==> src/rtl/ifu_pkg.sv <==
// Shared definitions for the instruction-fetch memory bridge.
// FSM state encoding and fetch block geometry.
package ifu_pkg;

   localparam int FETCH_W     = 128;
   localparam int FETCH_BYTES = FETCH_W / 8;
   localparam int BLK_OFF_W   = $clog2(FETCH_BYTES);

   typedef enum logic [1:0] {
      IDLE = 2'd0,
      REQ  = 2'd1,
      WAIT = 2'd2,
      DROP = 2'd3
   } ifu_state_e;

endpackage

==> src/rtl/ifu_mem_bridge.sv <==
// Bridges pc_ctrl fetch requests to a single-outstanding memory read port.
// Handles redirects by withdrawing or draining, and flags stuck fetches.
module ifu_mem_bridge
   import ifu_pkg::*;
#(
   parameter int ADDR_W  = 64,
   parameter int DATA_W  = FETCH_W,
   parameter int TIMEOUT = 1024
) (
   input  logic              clock,
   input  logic              reset_n,
   input  logic              pc_index_valid,
   input  logic [ADDR_W-1:0] pc_index,
   output logic              pc_index_ready,
   output logic              pc_operation_done,
   output logic [DATA_W-1:0] pc_read_inst,
   input  logic              redirect_valid,
   output logic              mem_req_valid,
   input  logic              mem_req_ready,
   output logic [ADDR_W-1:0] mem_req_addr,
   input  logic              mem_resp_valid,
   input  logic [DATA_W-1:0] mem_resp_data,
   output logic              fetch_timeout
);

   localparam int CNT_W = $clog2(TIMEOUT + 1);
   localparam logic [CNT_W-1:0] CNT_MAX = CNT_W'(TIMEOUT);
   localparam logic [ADDR_W-1:0] BLK_MASK =
      ~ADDR_W'((1 << BLK_OFF_W) - 1);

   ifu_state_e        state_q, state_d;
   logic [ADDR_W-1:0] addr_q, addr_d;
   logic [DATA_W-1:0] data_q, data_d;
   logic              done_q, done_d;
   logic [CNT_W-1:0]  cnt_q, cnt_d, cnt_inc;
   logic              tmo_q, tmo_d;
   logic              accept;

   // Ready is masked during reset so every output reads low while held.
   assign pc_index_ready    = reset_n & (state_q == IDLE) & ~redirect_valid;
   assign accept            = pc_index_valid & pc_index_ready;
   assign mem_req_valid     = (state_q == REQ);
   assign mem_req_addr      = addr_q;
   assign pc_read_inst      = data_q;
   assign pc_operation_done = done_q;
   assign fetch_timeout     = tmo_q;

   assign cnt_inc = (cnt_q == CNT_MAX) ? cnt_q : cnt_q + CNT_W'(1);

   always_comb begin
      state_d = state_q;
      addr_d  = addr_q;
      data_d  = data_q;
      done_d  = 1'b0;
      cnt_d   = cnt_q;
      unique case (state_q)
         IDLE: begin
            if (accept) begin
               addr_d  = pc_index & BLK_MASK;
               state_d = REQ;
            end
         end
         REQ: begin
            if (mem_req_ready) begin
               state_d = redirect_valid ? DROP : WAIT;
               cnt_d   = '0;
            end else if (redirect_valid) begin
               state_d = IDLE;
            end
         end
         WAIT: begin
            cnt_d = cnt_inc;
            if (mem_resp_valid) begin
               state_d = IDLE;
               if (!redirect_valid) begin
                  data_d = mem_resp_data;
                  done_d = 1'b1;
               end
            end else if (redirect_valid) begin
               state_d = DROP;
               cnt_d   = '0;
            end
         end
         DROP: begin
            cnt_d = cnt_inc;
            if (mem_resp_valid && !redirect_valid) state_d = IDLE;
         end
         default: state_d = IDLE;
      endcase
      tmo_d = tmo_q | (cnt_d == CNT_MAX);
   end

   always_ff @(posedge clock or negedge reset_n) begin
      if (!reset_n) begin
         state_q <= IDLE;
         addr_q  <= '0;
         data_q  <= '0;
         done_q  <= 1'b0;
         cnt_q   <= '0;
         tmo_q   <= 1'b0;
      end else begin
         state_q <= state_d;
         addr_q  <= addr_d;
         data_q  <= data_d;
         done_q  <= done_d;
         cnt_q   <= cnt_d;
         tmo_q   <= tmo_d;
      end
   end

endmodule

==> config.mk <==
export PLATFORM = sky130hd
export DESIGN_NAME = ifu_mem_bridge
export DESIGN_NICKNAME = d
export VERILOG_FILES = /design/src/rtl/ifu_pkg.sv /design/src/rtl/ifu_mem_bridge.sv
export SDC_FILE = /design/constraint.sdc
export NUM_CORES = 1
export LEC_CHECK = 0
export BUFFER_PORTS_ARGS = -buffer_cell sky130_fd_sc_hd__buf_4
export CORE_AREA = 3 3 152 154
export DETAILED_ROUTE_END_ITERATION = 10
export DIE_AREA = 0 0 155 157
export GPL_TIMING_DRIVEN = 0
export PLACE_DENSITY = 0.73
export SLEW_MARGIN = 20
export SYNTH_ARGS = -nofsm -noshare
export SYNTH_HDL_FRONTEND = slang
export SYNTH_SLANG_ARGS = --single-unit
==> constraint.sdc <==
create_clock -name clock -period 6.15 [get_ports clock]
set_clock_uncertainty 0.05 [all_clocks]
set_input_delay 0.615 -clock clock [delete_from_list [all_inputs] [get_ports clock]]
set_output_delay 0.615 -clock clock [all_outputs]
set_load 0.01 [all_outputs]
After elaboration in Yosys (flattened, before gate mapping)
Cells that the tools add are included.

Logic and storage cells: 43. Output and inout port bits: 196. Bits in registers: 203.

Bitwise operators: 5. Reductions and logical operators: 6. $add $sub $neg: 1. Multiplexer cells: 16. Equal/unequal tests: 9.

Operator list (count): $mux 11 (4); $pmux 11 s3 (1); $eq 11x11->1 const B (2); $mux 2 (6); $add 11x1->11 const B (1); $pmux 2 s4 (1); $eq 2x2->1 const B (2); $mux 1 (4); $ne 2x2->1 const B (2); $reduce_and 4->1 (1); $and 1x1->1 (3); $ne 3x2->1 const B (1); $ne 3x3->1 const B (1); $reduce_and 3->1 (1); $eq 2x1->1 const B (1); $logic_not 2->1 (1); $reduce_and 2->1 (1); $logic_and 1x1->1 (1); $logic_not 1->1 (1); $not 1->1 (1); $or 1x1->1 (1).

Logic depth before layout (Yosys ltp)
Gate-level depths: netlist (run 1).

Depth after elaboration: 7. Gate-level depth with buffers: 9. Mapped depth without buffers: 8.

Worst setup path after synthesis (run 1)
Ideal clock, no wire load.

Path type: input port to flip-flop. Start: input mem_resp_valid. End: register tmo_q, in the netlist fetch_timeout. Cell stages on the path: 7. Data required time: 5.996 ns. Buffers on the path: 1. Setup time: 0.104 ns. Data arrival time: 2.124 ns. Path slack: 3.872 ns. Cells stage by stage: or3b_4 -> and2_4 -> buf_6 -> and2_4 -> a22o_1 -> or3b_1 -> o41ai_2.

Word-level cells in the longest chain between the ends: 4.

Ends and longest elaborated chain: start, declared (line ifu_mem_bridge.sv:21) `input logic mem_resp_valid,`; $mux 11 (line ifu_mem_bridge.sv:73) `if (mem_resp_valid) begin`; $pmux 11 s3 (line ifu_mem_bridge.sv:56) `unique case (state_q)`; via cnt_d[2] (line ifu_mem_bridge.sv:35) `logic [CNT_W-1:0] cnt_q, cnt_d, cnt_inc;`; $eq 11x11->1 (line ifu_mem_bridge.sv:90) `tmo_d = tmo_q | (cnt_d == CNT_MAX);`; $or 1x1->1 (line ifu_mem_bridge.sv:90); via tmo_d (line ifu_mem_bridge.sv:36) `logic tmo_q, tmo_d;`; end signal, assigned (line ifu_mem_bridge.sv:107) `tmo_q <= tmo_d;`; end, declared (line ifu_mem_bridge.sv:36).

The timed path passes the listed nets, and every way through them passes these cells. A chain may end at the register's enable or synchronous reset.

Worst setup path in the final report (run 1)
Start: input reset_n. End: output pc_index_ready.

Word-level cells in the longest chain between the ends: 2.

Ends and longest elaborated chain: start, declared (line ifu_mem_bridge.sv:11) `input logic reset_n,`; $and 1x1->1 (2 in a row) (line ifu_mem_bridge.sv:40) `assign pc_index_ready = reset_n & (state_q == IDLE) & ~redirect_valid;`; end, declared (line ifu_mem_bridge.sv:14) `output logic pc_index_ready,`.

Every way passes these cells.

==> run_results.csv, run 1 <==
group,metric,value,unit
clocking,ctsHoldBuffers,1,
clocking,cts_resized,0,
worst_setup_path,crit_family,"buffers and inverters",
timing,setup_viol,0,
drt,drcViolationCount,0,
global_route,grt_pass1_vias,6091,
synth,ys_ff_latch,203,
clocking,cts_max_path_buffers,3,
worst_setup_path,crit_end,"pc_index_ready",
final_layout,insertedDiodeCount,0,
worst_setup_path,r2r-start,"state_q[1]",
final_layout,final_cell_mix,"389 x buf_4, 203 x dfrtp_1, 189 x mux2_2, 24 x clkbuf_1, 23 x clkbuf_16",
clocking,cts_sinks,203,
clocking,root_buffer,"clkbuf_16",
die,start_util,0.361,
timing,setup_tns,0,ps
die,pin_count,394,
synth,ys.warnings.count,0,
clocking,cts.clk_slew.worst_paths,60,ps
worst_setup_path,cp.arrival,3150,ps
status,status,"completed",
global_route,grt_overflow_total,0,
worst_setup_path,critPathBufInv,5,
worst_setup_path,worstPathCellList,"dlygate4sd3_1 -> buf_8 -> buf_16 -> buf_16 -> nor4b_1 -> buf_4",
final_layout,drive_gt1_frac,0.660,
worst_setup_path,r2r_slack,3410,ps
global_route,grt_max_degree,83,
pwr,vdd_drop_max,284,uV
synth,synth_edf_count,0,
timing,finalCriticalPeriod,3810,ps
worst_setup_path,r2r_end,"pc_read_inst[50]",
worst_setup_path,cp_common_cell,"buf_16",
timing,layout_setup_ws,2340,ps
pwr,power.leakage,5.74,nW
die,die_y,157,um
clocking,cts_buffers,23,
synth,syn_inst,506,
drt,drt_wl_total,21700,um
timing,slew_viol_final,0,
timing,final_hold_viol_count,0,
placed_design,detailedPlace.worstSlack,2450,ps
global_route,grt_pass1_wl,32800,um
die,fp.dieArea,24300,um^2
synth,synth_top_area_share,0.644,
drt,first_iter_violations,260,
worst_setup_path,path_max_fanout,82,
timing,relSlewSlack,0.465,
synth,syn-mean-instance-area,15.6,um^2
die,core-area,21800,um^2
synth,synthArstFlopShare,1.00,
worst_setup_path,cp.required,5480,ps
final_layout,area_growth,51.1,%
synth,synth_top_area_cell,"dfrtp_1",
job,cap_viol_max_count,0,
worst_setup_path,cpMaxStageDelayCell,"nor4b_1",
worst_setup_path,critPathKind,"input port to output port",
timing,finalCritPeriodShare,0.620,
worst_setup_path,end_kind,"output port",
timing,worstMarginPinSlew,802,ps
hold_path,hp-start,"mem_resp_data[70]",
final_layout,nets,1122,
drt,vias,5751,
global_route,grt_usage,0.168,
worst_setup_path,startpoint,"reset_n",
die,die_w,155,um
worst_setup_path,cp_slowest_stage_delay,600,ps
drt,detail-route-antenna-nets,0,
hold_path,hp-class,"input port to flop",
placed_design,dpl-instance-area,11200,um^2
worst_setup_path,start_kind,"input port",
drt,viasPerCell,4.72,
timing,rsz0062_at_grt,"no",
drt,wire_per_inst,17.8,um
final_layout,final_common_cell,"buf_4",
synth,syn-cell-area,7890,um^2
worst_setup_path,cp.depth,6,
placed_design,hpwl,16700,um
synth,yosysSeqAreaShare,0.644,
timing,clock.fmax,262,MHz
clocking,cts_tree,"yes",
worst_setup_path,worst-r2r-cell-count,6,
synth,synth_area_leaders,"dfrtp_1 64%, mux2_2 27%, o21ai_0 0.82%",
die,num_rows,54,
clocking,clk_latency,500,ps
synth,synthDistinctLibCells,42,
placed_design,gp_congestion,0.817,
global_route,antenna_found_initial,0,
drt,dr.pass1.iters,4,
synth,synth_ff_type,"dfrtp_1",
final_layout,final_util,0.546,
clocking,cts_setup_buffers,0,
pwr,power.density,505,nW/um^2
placed_design,io_buffer_count,385,
clocking,cts_htree_levels,1,
final_layout,final_area,11900,um^2
==> routing by layer <==
layer | vias to the layer above | GRT usage | share of wire
met3 | 42 | 0.0561 | 0.092
met4 | 0 | 0.0538 | 0.026
li1 | 2648 | - | -
met1 | 2812 | 0.193 | 0.37
met2 | 249 | 0.298 | 0.51
met5 | - | 0 | 0
==> cells in the mapped netlist (all sizes together), types with 2 or more instances <==
| library cell | number |
|---|---|
| o31ai | 3 |
| dfrtp | 203 |
| nand2 | 7 |
| o21ai | 13 |
| clkbuf | 14 |
| and4 | 2 |
| and2 | 3 |
| inv | 6 |
| a21oi | 5 |
| and3 | 4 |
| a21o | 3 |
| nand3 | 6 |
| buf | 14 |
| mux2 | 189 |
| o41ai | 2 |
| ha | 2 |
| nor2 | 5 |
| or3b | 2 |
| a22o | 5 |
| nor2b | 2 |
==> flip-flops by register name, summed over array words and instances (netlist names) <==
register / flops
cnt_q: 11
fetch_timeout: 1
pc_read_inst: 128
mem_req_addr: 60
pc_operation_done: 1
state_q: 2
==> per-stage QoR <==
step / std cells / hold slack [ps] / power, mW
detailed placement: 1176 / 417 / 4.81
finish: 1219 / 290 / 6.02
CTS: 1219 / 262 / 6.12
global route: 1219 / 262 / 6.39
floorplan: 509 / 269 / 3.41
global placement: 1174 / 403 / 4.73
==> how the worst min path moves through the flow <==
stage,to,cells after the start
2_1_floorplan,cnt_q[0],0
3_3_place_gp,fetch_timeout,2
3_5_place_dp,fetch_timeout,2
4_1_cts,pc_read_inst[116],2
5_1_grt,pc_read_inst[80],2
6_report,pc_read_inst[70],2
==> cell families (layout without fill, tap and decap cells) <==
kind of cell / Yosys count / count (layout) / synth area share
compound gates: 37 / 37 / 0.0322
fa+ha+maj: 3 / 3 / 0.00444
buf+inv: 34 / 464 / 0.0197
flops: 203 / 203 / 0.644
mux: 189 / 189 / 0.270
other cells: 1 / 4 / 0.000475
simple gates: 39 / 39 / 0.0295
==> report_power, final <==
group	internal (mW)	switching [mW]	total (mW)
sequential	1.98	0.338	2.32
combinational	1.43	1.01	2.44
clock	0.746	0.524	1.27
total	4.15	1.87	6.02
==> worst register-to-register path, stage by stage, from the launching register on <==
cell,delay (ps)
dfrtp_1,330
buf_2,190
nand2_1,90
nor3_1,400
clkbuf_1,500
clkbuf_1,620
mux2_2,420
==> layout make-up <==
class                   instances  area, um^2
plain buffers                  28         133
clock buffers                  37         668
clock inverters                 5        36.3
fillers                      1882        9910
inverters                       6        22.5
multi-input cells             272        2670
flip-flops and latches        203        5080
well taps                     280         350
repair buffers                388        2960
No activity file was read; power rests on OpenSTA's default activity.
==> inputs of run 2 (changes only) <==
ABC_AREA = 1   (was not set)
CORE_AREA = 3 3 151 153   (was 3 3 152 154)
DIE_AREA = 0 0 154 156   (was 0 0 155 157)
PLACE_DENSITY = 0.75   (was 0.73)
clock period = 3.8 ns   (was 6.15 ns; I/O delays follow)
==> run 2 against run 1 <==
Area after synthesis rose by 4.2%. Worst hold slack lost 270 ps. First-iteration DRC count increased by 86%. Sequential cell count stayed put. Non-clock buffer count up 92. Final cell count up 45%. Synthesized cell count increased by 93%. Critical endpoint unchanged. Largest cell class unchanged.
==> run_results.csv, run 2 <==
group,metric,value,unit
pwr,power.density,748,nW/um^2
pwr,power_frac_comb,0.398,
final_layout,insertedDiodeCount,0,
global_route,grt_max_degree,99,
worst_setup_path,critPathKind,"input port to output port",
clocking,root_buffer,"clkbuf_16",
synth,synthDistinctLibCells,28,
final_layout,nets,1665,
worst_setup_path,end_kind,"output port",
synth,yosys-top-cells-count,"626 x nand2_1, 203 x dfrtp_1, 25 x inv_1, 24 x nor2_1, 18 x nand3_1",
timing,whs,22.6,ps
worst_setup_path,critPathBufInv,5,
final_layout,final_common_cell,"nand2_1",
synth,yosysSeqAreaShare,0.618,
timing,rsz0062_at_grt,"no",
placed_design,dp.cells,1645,
drt,wire_per_inst,16.1,um
final_layout,drive_gt1_frac,0.318,
pwr,vdd_drop_max,572,uV
final_layout,multi_input_area,2750,um^2
synth,ys_ff_latch,203,
die,start_util,0.379,
drt,vias,8250,
worst_setup_path,path_max_fanout,98,
timing,final_hold_viol_count,0,
drt,drt_wl_total,28400,um
timing,slew_viol_final,0,
synth,synth_area_leaders,"dfrtp_1 62%, nand2_1 29%, inv_1 1.1%",
pwr,p_int,6.24,mW
global_route,grt_pass1_wl,43800,um
worst_setup_path,cp.required,3370,ps
clocking,cts_tree,"yes",
worst_setup_path,startpoint,"reset_n",
synth,synthArstFlopShare,1.00,
die,pin_count,394,
synth,syn_inst,975,
clocking,cts_max_path_buffers,3,
die,die_y,156,um
worst_setup_path,cp_slowest_stage_delay,560,ps
final_layout,nFillCells,1777,
clocking,cts_resized,0,
pwr,power.leakage,7.37,nW
timing,worstMarginPinSlew,634,ps
clocking,cts_buffers,23,
timing,setup_tns,0,ps
placed_design,gp_congestion,0.872,
worst_setup_path,crit_family,"buffers and inverters",
die,fp.dieArea,24000,um^2
timing,relSlewSlack,0.578,
drt,detail-route-antenna-nets,0,
final_layout,final_area,13000,um^2
job,cap_viol_max_count,0,
clocking,cts_htree_levels,1,
pwr,sequentialPowerShare,0.382,
global_route,grt_pass1_vias,8291,
synth,synth_ff_type,"dfrtp_1",
synth,syn-cell-area,8220,um^2
drt,dr.pass1.iters,5,
pwr,p_sw,3.49,mW
placed_design,dpl-instance-area,11500,um^2
drt,viasPerCell,4.68,
timing,finalCritPeriodShare,0.687,
worst_setup_path,cpMaxStageDelayCell,"dlygate4sd3_1",
clocking,cts.clk_slew.worst_paths,60,ps
synth,syn-mean-instance-area,8.43,um^2
placed_design,io_buffer_count,385,
worst_setup_path,cp.arrival,2180,ps
worst_setup_path,r2r-start,"state_q[1]",
final_layout,final_cell_mix,"626 x nand2_1, 395 x buf_4, 203 x dfrtp_1, 75 x dlygate4sd3_1, 25 x inv_1",
final_layout,area_growth,58.3,%
final_layout,largest_reg_flops,128,
pwr,clockPowerShare,0.219,
die,num_rows,54,
timing,finalCriticalPeriod,2610,ps
worst_setup_path,worstPathCellList,"dlygate4sd3_1 -> buf_8 -> buf_16 -> inv_1 -> nor3_4 -> buf_4",
clocking,cts_sinks,203,
drt,drcViolationCount,0,
placed_design,hpwl,19900,um
hold_path,hp-class,"input port to flop",
timing,setup_viol,0,
timing,clock.fmax,383,MHz
synth,synth_top_area_cell,"dfrtp_1",
global_route,grt_overflow_total,0,
die,core-area,21700,um^2
drt,first_iter_violations,484,
synth,yosys.cell_count.top_type,"nand2_1",
status,status,"completed",
synth,ys.warnings.count,0,
synth,synth_edf_count,0,
global_route,grt_usage,0.224,
clocking,clk_latency,510,ps
pwr,switching_share,0.359,
global_route,antenna_found_initial,0,
die,die_w,154,um
worst_setup_path,start_kind,"input port",
final_layout,finalNonFillerCells,1762,
synth,synth_top_area_share,0.618,
final_layout,register_area,5080,um^2
hold_path,hp-start,"mem_resp_data[100]",
[run 2: changes by cell type after synthesis, moves of 5 or more]
cell / delta
o21ai_0: -12
inv_1: +19
buf_6: +6
buf_2: +15
nand2_1: +619
nor2_1: +19
buf_4: +6
nand3_1: +12
mux2_2: -189
a22o_1: -5
buf_1: -5
[run 2: path summary, 6_finish.rpt]
check | endpoint | slack (ps) | depth (start not counted)
setup reg to reg | pc_read_inst[10] | 1910 | 7
max in group asynchronous | mem_req_addr[13] | 2680 | 3
setup / recovery | pc_index_ready | 1190 | 6
min in group asynchronous | pc_read_inst[13] | 260 | 2
hold reg to reg | mem_req_addr[53] | 420 | 2
hold / removal | pc_read_inst[100] | 20 | 3
[run 2: per-stage QoR]
stage	setup WS, ps	utilization	power (mW)
after floorplan	2310	-	5.28
after global placement	36.7	0.529	7.39
after detailed placement	1500	0.532	7.51
after CTS	1150	0.600	9.76
after global routing	1010	0.600	10.3
final	1190	0.600	9.74
[run 2: cells by family after synthesis]
kind of cell	share of synthesized area
buffers and inverters	0.0489
adder cells (fa/ha/maj)	0.00304
other	0.000456
AND/OR/NAND/NOR	0.322
flip-flops	0.618
AO/OA/AOI/OAI	0.00792
[run 2: layout make-up]
class                           instances  share of cell area
Sequential cell                       203               0.390
Tap cell                              280              0.0269
Buffer                                 46              0.0220
Multi-Input combinational cell        699               0.211
Clock buffer                           32              0.0514
Inverter                               30             0.00885
Timing Repair Buffer                  462               0.285
Clock inverter                         10             0.00462
[run 2: what timing repair did]
action | CTS | global route
hold buffers | 75 | 0
setup buffers | 0 | 0
endpoints found under the hold margin | 98 | 0
[run 2: worst reg2reg max path: cells and delay by family (launching register included)]
family / cells / cell delay (ps)
buffers and inverters: 3 / 950
flip-flops: 1 / 430
AND/OR/NAND/NOR: 4 / 410
[run 2: power groups by stage]
| stage | Combinational (mW) | Clock (mW) | Sequential [mW] |
|---|---|---|---|
| floorplan | 1.17 | 0 | 4.12 |
| global placement | 3.71 | 0 | 3.68 |
| detailed placement | 3.80 | 0 | 3.71 |
| CTS | 3.87 | 2.19 | 3.70 |
| global route | 4.20 | 2.28 | 3.84 |
| finish | 3.88 | 2.14 | 3.72 |
[run 2: per-layer routing]
metal / vias up / GRT usage / share of wire
li1: 3934 / - / -
met5: - / 0 / 0
met2: 335 / 0.380 / 0.50
met4: 0 / 0.0980 / 0.044
met1: 3882 / 0.280 / 0.39
met3: 99 / 0.0438 / 0.065
==> inputs of run 3 (changes only) <==
ABC_AREA = 0   (was 1)
CORE_AREA = 3 3 152 154   (was 3 3 151 153)
DIE_AREA = 0 0 155 157   (was 0 0 154 156)
PLACE_DENSITY = 0.73   (was 0.75)
clock period = 2.6 ns   (was 3.8 ns; I/O delays follow)
==> run 3 against run 2 <==
The run now ends with negative hold slack left. Sequential cell count unchanged. Combinational power increased by 59%. First-iteration DRC count decreased by 43%. Highest routed layer unchanged.
==> run_results.csv, run 3 (same netlist as run 1, synthesis figures left out) <==
group,metric,value,unit
status,status,"finished, violations left",
status,failed_checks,"negative hold slack",
global_route,grt_usage,0.203,
worst_setup_path,cp.arrival,2750,ps
worst_setup_path,worst-r2r-cell-count,9,
clocking,cts_buffers,23,
hold_path,hp-class,"input port to async pin",
placed_design,gp_congestion,0.817,
drt,viasPerCell,4.66,
die,start_util,0.361,
timing,setup_viol,0,
clocking,clk_latency,500,ps
final_layout,final_cell_mix,"390 x buf_4, 203 x dfrtp_1, 192 x dlygate4sd3_1, 189 x mux2_2, 23 x clkbuf_16",
clocking,root_buffer,"clkbuf_16",
timing,whs,-277,ps
global_route,antenna_found_initial,1,
global_route,grt_pass1_wl,39800,um
clocking,cts_tree,"yes",
worst_setup_path,critPathKind,"flop to flop",
clocking,cts.clk_slew.worst_paths,60,ps
placed_design,dpl-instance-area,11200,um^2
placed_design,io_buffer_count,385,
job,cap_viol_max_count,0,
die,core-area,21800,um^2
pwr,p_sw,4.72,mW
die,pin_count,394,
die,die_w,155,um
clocking,cts_htree_levels,1,
final_layout,final_util,0.638,
worst_setup_path,path_max_fanout,8,
drt,drt_wl_total,25700,um
final_layout,largest_reg_flops,128,
drt,drcViolationCount,0,
pwr,sequentialPowerShare,0.377,
drt,detail-route-antenna-nets,0,
final_layout,final_area,13900,um^2
pwr,power_frac_comb,0.418,
worst_setup_path,cp_slowest_stage_delay,380,ps
final_layout,drive_gt1_frac,0.558,
placed_design,detailedPlace.worstSlack,-746,ps
global_route,grt_overflow_total,0,
drt,dr.pass1.iters,5,
timing,relSlewSlack,0.466,
worst_setup_path,cp.required,2960,ps
die,fp.dieArea,24300,um^2
global_route,grt_pass1_vias,7359,
final_layout,area_growth,76.4,%
pwr,power,14.8,mW
drt,wire_per_inst,18.2,um
pwr,p_int,10.0,mW
timing,rsz0062_at_grt,"no",
die,die_y,157,um
pwr,power.leakage,6.59,nW
clocking,cts_sinks,203,
die,num_rows,54,
timing,finalCritPeriodShare,0.923,
pwr,switching_share,0.320,
worst_setup_path,end_kind,"flop",
global_route,grt_max_degree,83,
final_layout,final_common_cell,"buf_4",
final_layout,nets,1315,
timing,finalCriticalPeriod,2400,ps
timing,layout_setup_ws,201,ps
pwr,clockPowerShare,0.204,
pwr,vdd_drop_max,686,uV
timing,clock.fmax,417,MHz
pwr,power.density,1060,nW/um^2
timing,worstMarginPinSlew,801,ps
clocking,ctsHoldBuffers,194,
worst_setup_path,cpMaxStageDelayCell,"or3b_1",
worst_setup_path,start_kind,"flop",
timing,final_hold_viol_count,81,
drt,vias,6595,
drt,first_iter_violations,277,
clocking,cts_max_path_buffers,3,
timing,setup_tns,0,ps
worst_setup_path,worstPathCellList,"clkbuf_1 -> inv_1 -> ha_1 -> nor4bb_2 -> nand3_1 -> and2_4 -> a22o_1 -> or3b_1 -> o41ai_2",
timing,slew_viol_final,0,
placed_design,hpwl,16700,um
run 3: cell types whose count changed in the layout (fill, tap and decap cells not counted), sizes merged, moves of 5 or more:
| cell | change |
|---|---|
| o21ai | +11 |
| mux2 | +189 |
| buf | -18 |
| inv | -23 |
| clkinv | -5 |
| nand2 | -622 |
| dlygate4sd3 | +117 |
| nor2 | -21 |
| nand3 | -12 |
| clkbuf | +7 |
| a22o | +5 |
run 3: layout make-up:
type	instances	area (um^2)
antenna	2	5.00
buffer	27	136
clock buffer	37	668
clock inverter	5	36.3
fill	1541	7910
inverter	6	22.5
multi-input combinational	272	2680
sequential	203	5080
tap	280	350
timing repair buffer	582	4940
run 3: power by group through the flow:
stage	Clock [mW]	Sequential [mW]	Combinational (mW)
finish	3.02	5.57	6.18
global route	3.25	5.76	6.58
CTS	3.11	5.49	6.13
detailed placement	0	5.53	5.86
global placement	0	5.45	5.75
floorplan	0	6.16	1.92
run 3: timing repair:
item,in CTS,in global routing
gates resized for setup,6,6
endpoints found under the hold margin,238,81
setup endpoints to repair,170,80
pin swaps,0,1
cloned,0,0
setup buffers,0,1
run 3: final timing paths:
check                               start               end  slack (ps)
max                              cnt_q[0]     fetch_timeout         200
max reg2reg                      cnt_q[0]     fetch_timeout         200
max in group asynchronous         reset_n  pc_read_inst[82]        1860
min reg2reg                 fetch_timeout     fetch_timeout         420
min                               reset_n  mem_req_addr[54]        -280
min in group clock         pc_index_valid        state_q[0]          60
run 3: per-layer routing:
metal	routed length, um	GRT usage	vias up	share of wire
li1	-	-	3027	-
met1	9420	0.229	3211	0.37
met2	13500	0.368	291	0.52
met3	1910	0.0558	66	0.074
met4	884	0.0770	0	0.034
met5	0	0	-	0
run 3: per-stage QoR:
step / hold slack (ps) / instances
final: -277 / 1414
after global routing: -258 / 1413
after CTS: -281 / 1412
after detailed placement: 137 / 1176
after global placement: 403 / 1174
after floorplan: -85.6 / 509
run 3: worst max-delay path, delay by kind of cell, from the launching register on:
kind / cells / cell delay, ps
buf+inv: 2 / 290
fa+ha+maj: 1 / 140
flops: 1 / 370
simple gates: 4 / 1020
compound gates: 2 / 420
